--- config.mk ---
export PLATFORM = sky130hd
export DESIGN_NAME = delay_line_sram_ctrl
export DESIGN_NICKNAME = d
export VERILOG_FILES = /design/src/rtl/audio_pkg.sv /design/src/rtl/delay_addr_gen.sv /design/src/rtl/delay_line_sram_ctrl.sv
export SDC_FILE = /design/constraint.sdc
export NUM_CORES = 1
export LEC_CHECK = 0
export CORE_AREA = 2 2 121 76
export CTS_CLUSTER_DIAMETER = 200
export DETAILED_ROUTE_END_ITERATION = 6
export DIE_AREA = 0 0 123 78
export PLACE_DENSITY = 0.87
export SYNTH_ARGS = -nofsm -noshare
export SYNTH_HDL_FRONTEND = slang
export SYNTH_HIERARCHICAL = 1
export SYNTH_SLANG_ARGS = --single-unit
export TNS_END_PERCENT = 5
--- constraint.sdc ---
create_clock -name clk -period 3.2 [get_ports clk]
set_input_delay 0.96 -clock clk [delete_from_list [all_inputs] [get_ports clk]]
set_output_delay 0.96 -clock clk [all_outputs]
set_load 0.05 [all_outputs]
--- src/rtl/audio_pkg.sv ---
// audio_pkg: shared state encodings, default widths and delay helpers for the time-based effects
package audio_pkg;
    localparam int DEFAULT_DATA_WIDTH = 16;
    localparam int SAMPLERATE = 48000;
    typedef enum logic [2:0] {ST_IDLE, ST_WR1, ST_WR2, ST_WR3, ST_RD1, ST_RD2} dl_state_t;
    function automatic int delay_to_off(input int ms);
        return 2 * ms * SAMPLERATE / 1000;
    endfunction
endpackage

--- src/rtl/delay_addr_gen.sv ---
// delay_addr_gen: circular write pointer and "N samples back" read address latch
module delay_addr_gen #(
    parameter int ADDR_WIDTH = 13,
    parameter int SRAM_ADDR_WIDTH = 18
) (
    input  logic                       clk,
    input  logic                       rst,
    input  logic                       advance,
    input  logic                       capture,
    input  logic [ADDR_WIDTH-2:0]      offset_words,
    output logic [SRAM_ADDR_WIDTH-1:0] wr_ptr,
    output logic [SRAM_ADDR_WIDTH-1:0] rd_addr
);
    // Subtraction modulo the buffer depth, so only the low address bits of the offset matter
    logic [SRAM_ADDR_WIDTH-1:0] off_w;
    assign off_w = SRAM_ADDR_WIDTH'(offset_words);
    always_ff @(posedge clk or negedge rst) begin
        if (!rst) begin
            wr_ptr  <= '0;
            rd_addr <= '0;
        end else begin
            if (advance) wr_ptr <= wr_ptr + 1'b1;
            if (capture) rd_addr <= wr_ptr - off_w - 1'b1;
        end
    end
endmodule

--- src/rtl/delay_line_sram_ctrl.sv ---
// delay_line_sram_ctrl: circular sample delay line on external 16-bit SRAM,
// owning all SRAM strobes and serving offset-back reads to the effects.
module delay_line_sram_ctrl
    import audio_pkg::*;
#(
    parameter int DATA_WIDTH = DEFAULT_DATA_WIDTH,
    parameter int ADDR_WIDTH = 13,
    parameter int SRAM_ADDR_WIDTH = 18
) (
    input  logic                       clk,
    input  logic                       rst,
    input  logic                       wr_valid,
    input  logic [DATA_WIDTH-1:0]      wr_data,
    output logic                       wr_done,
    output logic                       wr_drop,
    input  logic                       sram_rd,
    input  logic [ADDR_WIDTH-1:0]      sram_offset,
    output logic [DATA_WIDTH-1:0]      sram_data_in,
    output logic                       sram_read_finish,
    output logic [SRAM_ADDR_WIDTH-1:0] mem_addr,
    output logic [DATA_WIDTH-1:0]      mem_dq_out,
    input  logic [DATA_WIDTH-1:0]      mem_dq_in,
    output logic                       mem_dq_oe,
    output logic                       mem_ce_n,
    output logic                       mem_oe_n,
    output logic                       mem_we_n,
    output logic                       mem_ub_n,
    output logic                       mem_lb_n
);
    dl_state_t state, state_nx;
    logic wr_pend, rd_pend, rd_take, wr_ph, rd_ph;
    logic [DATA_WIDTH-1:0] wr_buf;
    logic [SRAM_ADDR_WIDTH-1:0] wr_ptr, rd_addr;
    logic unused_offset_lsb;
    assign unused_offset_lsb = sram_offset[0];
    assign rd_take = sram_rd & !rd_pend;
    delay_addr_gen #(
        .ADDR_WIDTH(ADDR_WIDTH),
        .SRAM_ADDR_WIDTH(SRAM_ADDR_WIDTH)
    ) u_ag (
        .clk(clk),
        .rst(rst),
        .advance(state == ST_WR3),
        .capture(rd_take),
        .offset_words(sram_offset[ADDR_WIDTH-1:1]),
        .wr_ptr(wr_ptr),
        .rd_addr(rd_addr)
    );
    always_ff @(posedge clk or negedge rst) begin
        if (!rst) begin
            state            <= ST_IDLE;
            wr_pend          <= 1'b0;
            rd_pend          <= 1'b0;
            wr_buf           <= '0;
            wr_drop          <= 1'b0;
            wr_done          <= 1'b0;
            sram_read_finish <= 1'b0;
            sram_data_in     <= '0;
        end else begin
            state            <= state_nx;
            wr_pend          <= wr_valid | (wr_pend & (state != ST_WR3));
            rd_pend          <= rd_take | (rd_pend & (state != ST_RD2));
            wr_done          <= state == ST_WR3;
            sram_read_finish <= state == ST_RD2;
            if (wr_valid) wr_buf <= wr_data;
            if (wr_valid & wr_pend) wr_drop <= 1'b1;
            if (state == ST_RD2) sram_data_in <= mem_dq_in;
        end
    end
    // Strobes decode straight from state so an async reset releases them at once
    always_comb begin
        state_nx   = ST_IDLE;
        wr_ph      = state inside {ST_WR1, ST_WR2, ST_WR3};
        rd_ph      = state inside {ST_RD1, ST_RD2};
        case (state)
            ST_IDLE: state_nx = wr_pend ? ST_WR1 : (rd_pend ? ST_RD1 : ST_IDLE);
            ST_WR1:  state_nx = ST_WR2;
            ST_WR2:  state_nx = ST_WR3;
            ST_RD1:  state_nx = ST_RD2;
            default: state_nx = ST_IDLE;
        endcase
        mem_ce_n   = !(wr_ph | rd_ph);
        mem_ub_n   = !(wr_ph | rd_ph);
        mem_lb_n   = !(wr_ph | rd_ph);
        mem_we_n   = state != ST_WR2;
        mem_oe_n   = !rd_ph;
        mem_dq_oe  = wr_ph;
        mem_addr   = wr_ph ? wr_ptr : (rd_ph ? rd_addr : '0);
        mem_dq_out = wr_buf;
    end
endmodule

==> impl_metrics.json <==
{
  "outcome": "complete, no violations",
  "finalWorstSetupSlack_ps": 39.8,
  "endpoint_kind": "flip-flop",
  "top_usage_layer": "met1",
  "drt_drc_violations_left": 0,
  "arrival_ps": 3370,
  "avgSynthCellArea_sq_um": 11.0,
  "first_global_vias": 3226,
  "synth_cells": 370,
  "setup.worst_path.class": "in -> reg",
  "grt_util_met2": 0.299,
  "dr.pass1.iters": 5,
  "swShare": 0.410,
  "setup_viol": 0,
  "async_flop_share": 1.00,
  "cap_viol_max_count": 0,
  "power_density_mw_per_mm2": 885,
  "cts-root-buf": "clkbuf_16",
  "antenna_found_initial": 0,
  "hp-class": "reg -> reg",
  "hold_viol": 0,
  "clk_path_buf_depth": 2,
  "final_max_slew_viol_count": 0,
  "synth_area_leader_cell": "dfrtp_1",
  "wl_per_cell_microns": 16.5,
  "fin_crit_ps": 3160,
  "comb_power_share": 0.499,
  "detail-route-antenna-nets": 0,
  "worstPathCellList": "clkdlybuf4s50_1 > inv_1 > ha_1 > or4_4 > or3_1 > or3_1 > o2111a_1 > a221o_1",
  "ys_seq_area_frac": 0.465,
  "drtIter0Drc": 233,
  "worstPathRequired_ps": 3410,
  "met1_usage": 0.329,
  "vdd_drop_max_mv": 0.780,
  "track_usage": 0.218,
  "synth-seq-cells": 76,
  "fin_skew_ps": 6.55,
  "worstSetupStartpointType": "input port",
  "yosysUniqueCellTypes": 57,
  "internal_power_mw": 3.04,
  "worst_pin_slew_ps": 947,
  "synthDominantCellAreaShare": 0.465,
  "grt_overflow": 0,
  "p_switching_mw": 2.11,
  "rsz0062_at_grt": "yes",
  "fin_crit_sh": 0.988,
  "synth_area_sq_mm": 0.00409,
  "area_growth_syn_to_layout_pct": 42.2,
  "cts_tree": "done",
  "viasPerCell": 5.56,
  "fill_cells": 614,
  "synth_edf_count": 0,
  "drive_above_1_share": 0.217,
  "cts_buffers": 9,
  "final_util": 0.693,
  "cts.sinks": 76,
  "core-area_sq_mm": 0.00839,
  "critPathSlowestCell": "or4_4",
  "placement.io_buffers": 106,
  "row_count": 26,
  "io-pin-count": 108,
  "critPathMaxStageDelay_ps": 560,
  "slew_headroom": 0.369,
  "synth_ff_type": "dfrtp_1",
  "synth_nets": 433,
  "vias": 3356,
  "postCtsHoldBufs": 0,
  "place_ws_ps": -280,
  "final_nets": 551,
  "drt_wl_total_microns": 9970,
  "fmax_mhz": 316,
  "clk_pin_slew_worst_paths_ps": 60,
  "gp_congestion": 0.906,
  "hpwl_microns": 7030,
  "leakage_nw": 2.64,
  "start_util": 0.487,
  "die_w_microns": 123,
  "grt_pass1_wl_microns": 16300,
  "grt_max_degree": 77,
  "diodes": 0,
  "crit_buf_inv": 2,
  "critPathTopFamily": "simple AND/OR/NAND/NOR gates",
  "worst-path-max-fanout": 2,
  "insertion_delay_ps": 330,
  "crit_top_cell": "or3_1",
  "ys_warn_count": 6,
  "h-tree-depth": 3,
  "pwr-share-clk": 0.208,
  "dieHeight_microns": 78,
  "use_met3": 0.0662,
  "seq_power_share": 0.293,
  "tns_ps": 0,
  "die_area_sq_mm": 0.00959,
  "yosys-top-cells-area": "dfrtp_1, mux2_2, a22o_1, xnor2_1, ha_1"
}
-- sequential cells by signal (all words and copies together), names as in the netlist --
name / count
state: 3
mem_dq_out: 16
u_ag/rd_addr: 18
wr_done: 1
sram_data_in: 16
u_ag/wr_ptr: 18
sram_read_finish: 1
wr_drop: 1
rd_pend: 1
wr_pend: 1
-- power groups by stage --
stage	combinational, mW	clock [mW]	sequential [mW]
CTS	2.57	1.10	1.51
floorplan	1.27	0	1.89
finish	2.57	1.07	1.51
global route	2.71	1.15	1.55
global placement	2.50	0	1.50
detailed placement	2.56	0	1.52
-- cell type report --
type | count | area, sq um | area share
clock buffer | 9 | 225 | 0.0387
timing repair buffer | 130 | 1410 | 0.243
clock inverter | 6 | 90.1 | 0.0155
inverter | 25 | 93.8 | 0.0161
sequential | 76 | 1900 | 0.327
multi-input combinational | 246 | 1950 | 0.335
tap | 112 | 140 | 0.0241
-- routing by layer --
metal  wire [microns]  vias to the layer above
met3              716                       18
met2             4250                      139
li1                 -                     1568
met1             4870                     1631
met4              136                        0
met5                0                        -
-- kinds of logic (layout without fill, tap and decap cells) --
logic type	after synthesis	after routing	share of synthesized area
XOR/XNOR	22	22	0.0471
AND/OR/NAND/NOR	87	87	0.116
adder cells (fa/ha/maj)	14	14	0.0447
buffers and inverters	48	170	0.0600
multiplexers	39	39	0.115
flip-flops	76	76	0.465
AO/OA/AOI/OAI	84	84	0.152
-- what timing repair did --
item / CTS / global route
gates resized for setup: 0 / 2
setup endpoints to repair: 0 / 6
setup buffers: 0 / 0
-- final timing paths --
path / end / from / depth (start not counted) / slack, ps
max: u_ag/rd_addr[17] / sram_offset[12] / 8 / 40
min in group asynchronous: u_ag/rd_addr[16] / rst / 1 / 780
max in group asynchronous: wr_drop / rst / 1 / 1810
min reg2reg: wr_drop / wr_drop / 1 / 450
min: wr_drop / wr_drop / 1 / 450
max reg2reg: u_ag/wr_ptr[17] / state[2] / 7 / 640
-- stage by stage --
stage | hold slack (ps) | instance area (sq um) | power [mW] | instances
after floorplan | 453 | 4090 | 3.17 | 370
after global placement | 440 | 5490 | 4.00 | 589
after detailed placement | 444 | 5490 | 4.08 | 589
after CTS | 457 | 5810 | 5.17 | 604
after global routing | 481 | 5810 | 5.41 | 604
final | 452 | 5810 | 5.15 | 604
-- cells in the mapped netlist (2+ instances only) --
| cell | n |
|---|---|
| a211o_1 | 2 |
| a211oi_1 | 3 |
| a21o_1 | 9 |
| a21oi_1 | 15 |
| a22o_1 | 20 |
| a31oi_1 | 2 |
| and2_1 | 3 |
| and3_1 | 6 |
| and4_1 | 2 |
| buf_2 | 4 |
| buf_4 | 4 |
| buf_6 | 6 |
| clkbuf_1 | 9 |
| dfrtp_1 | 76 |
| ha_1 | 13 |
| inv_1 | 24 |
| mux2_2 | 31 |
| mux2_4 | 8 |
| nand2_1 | 21 |
| nand3_1 | 9 |
| nand3b_1 | 3 |
| nand4_1 | 6 |
| nor2_1 | 12 |
| nor2b_1 | 5 |
| nor3_1 | 8 |
| nor4_1 | 3 |
| o21a_1 | 3 |
| o21ai_0 | 9 |
| o31a_1 | 2 |
| o31ai_1 | 4 |
| or3_1 | 2 |
| xnor2_1 | 19 |
| xor2_1 | 3 |
-- cell usage in the layout (no fill, tap or decap), drive strengths merged, types with 3 or more instances in the layout --
cell,Yosys,layout
clkinv,1,4
nand3,9,9
buf,14,45
ha,13,13
a21o,9,9
nor2b,5,5
a211oi,3,3
inv,24,24
nand3b,4,4
a21oi,15,15
nand2,21,21
mux2,39,39
a22o,20,20
o31ai,4,4
xnor2,19,19
and2,3,3
nor3,8,8
clkbuf,9,9
clkdlybuf4s50,0,85
o21ai,9,9
nor2,12,12
and3,7,7
xor2,3,3
o21a,3,3
nor4,3,3
nand4,6,6
dfrtp,76,76
Power figures use the tool's default switching activity.
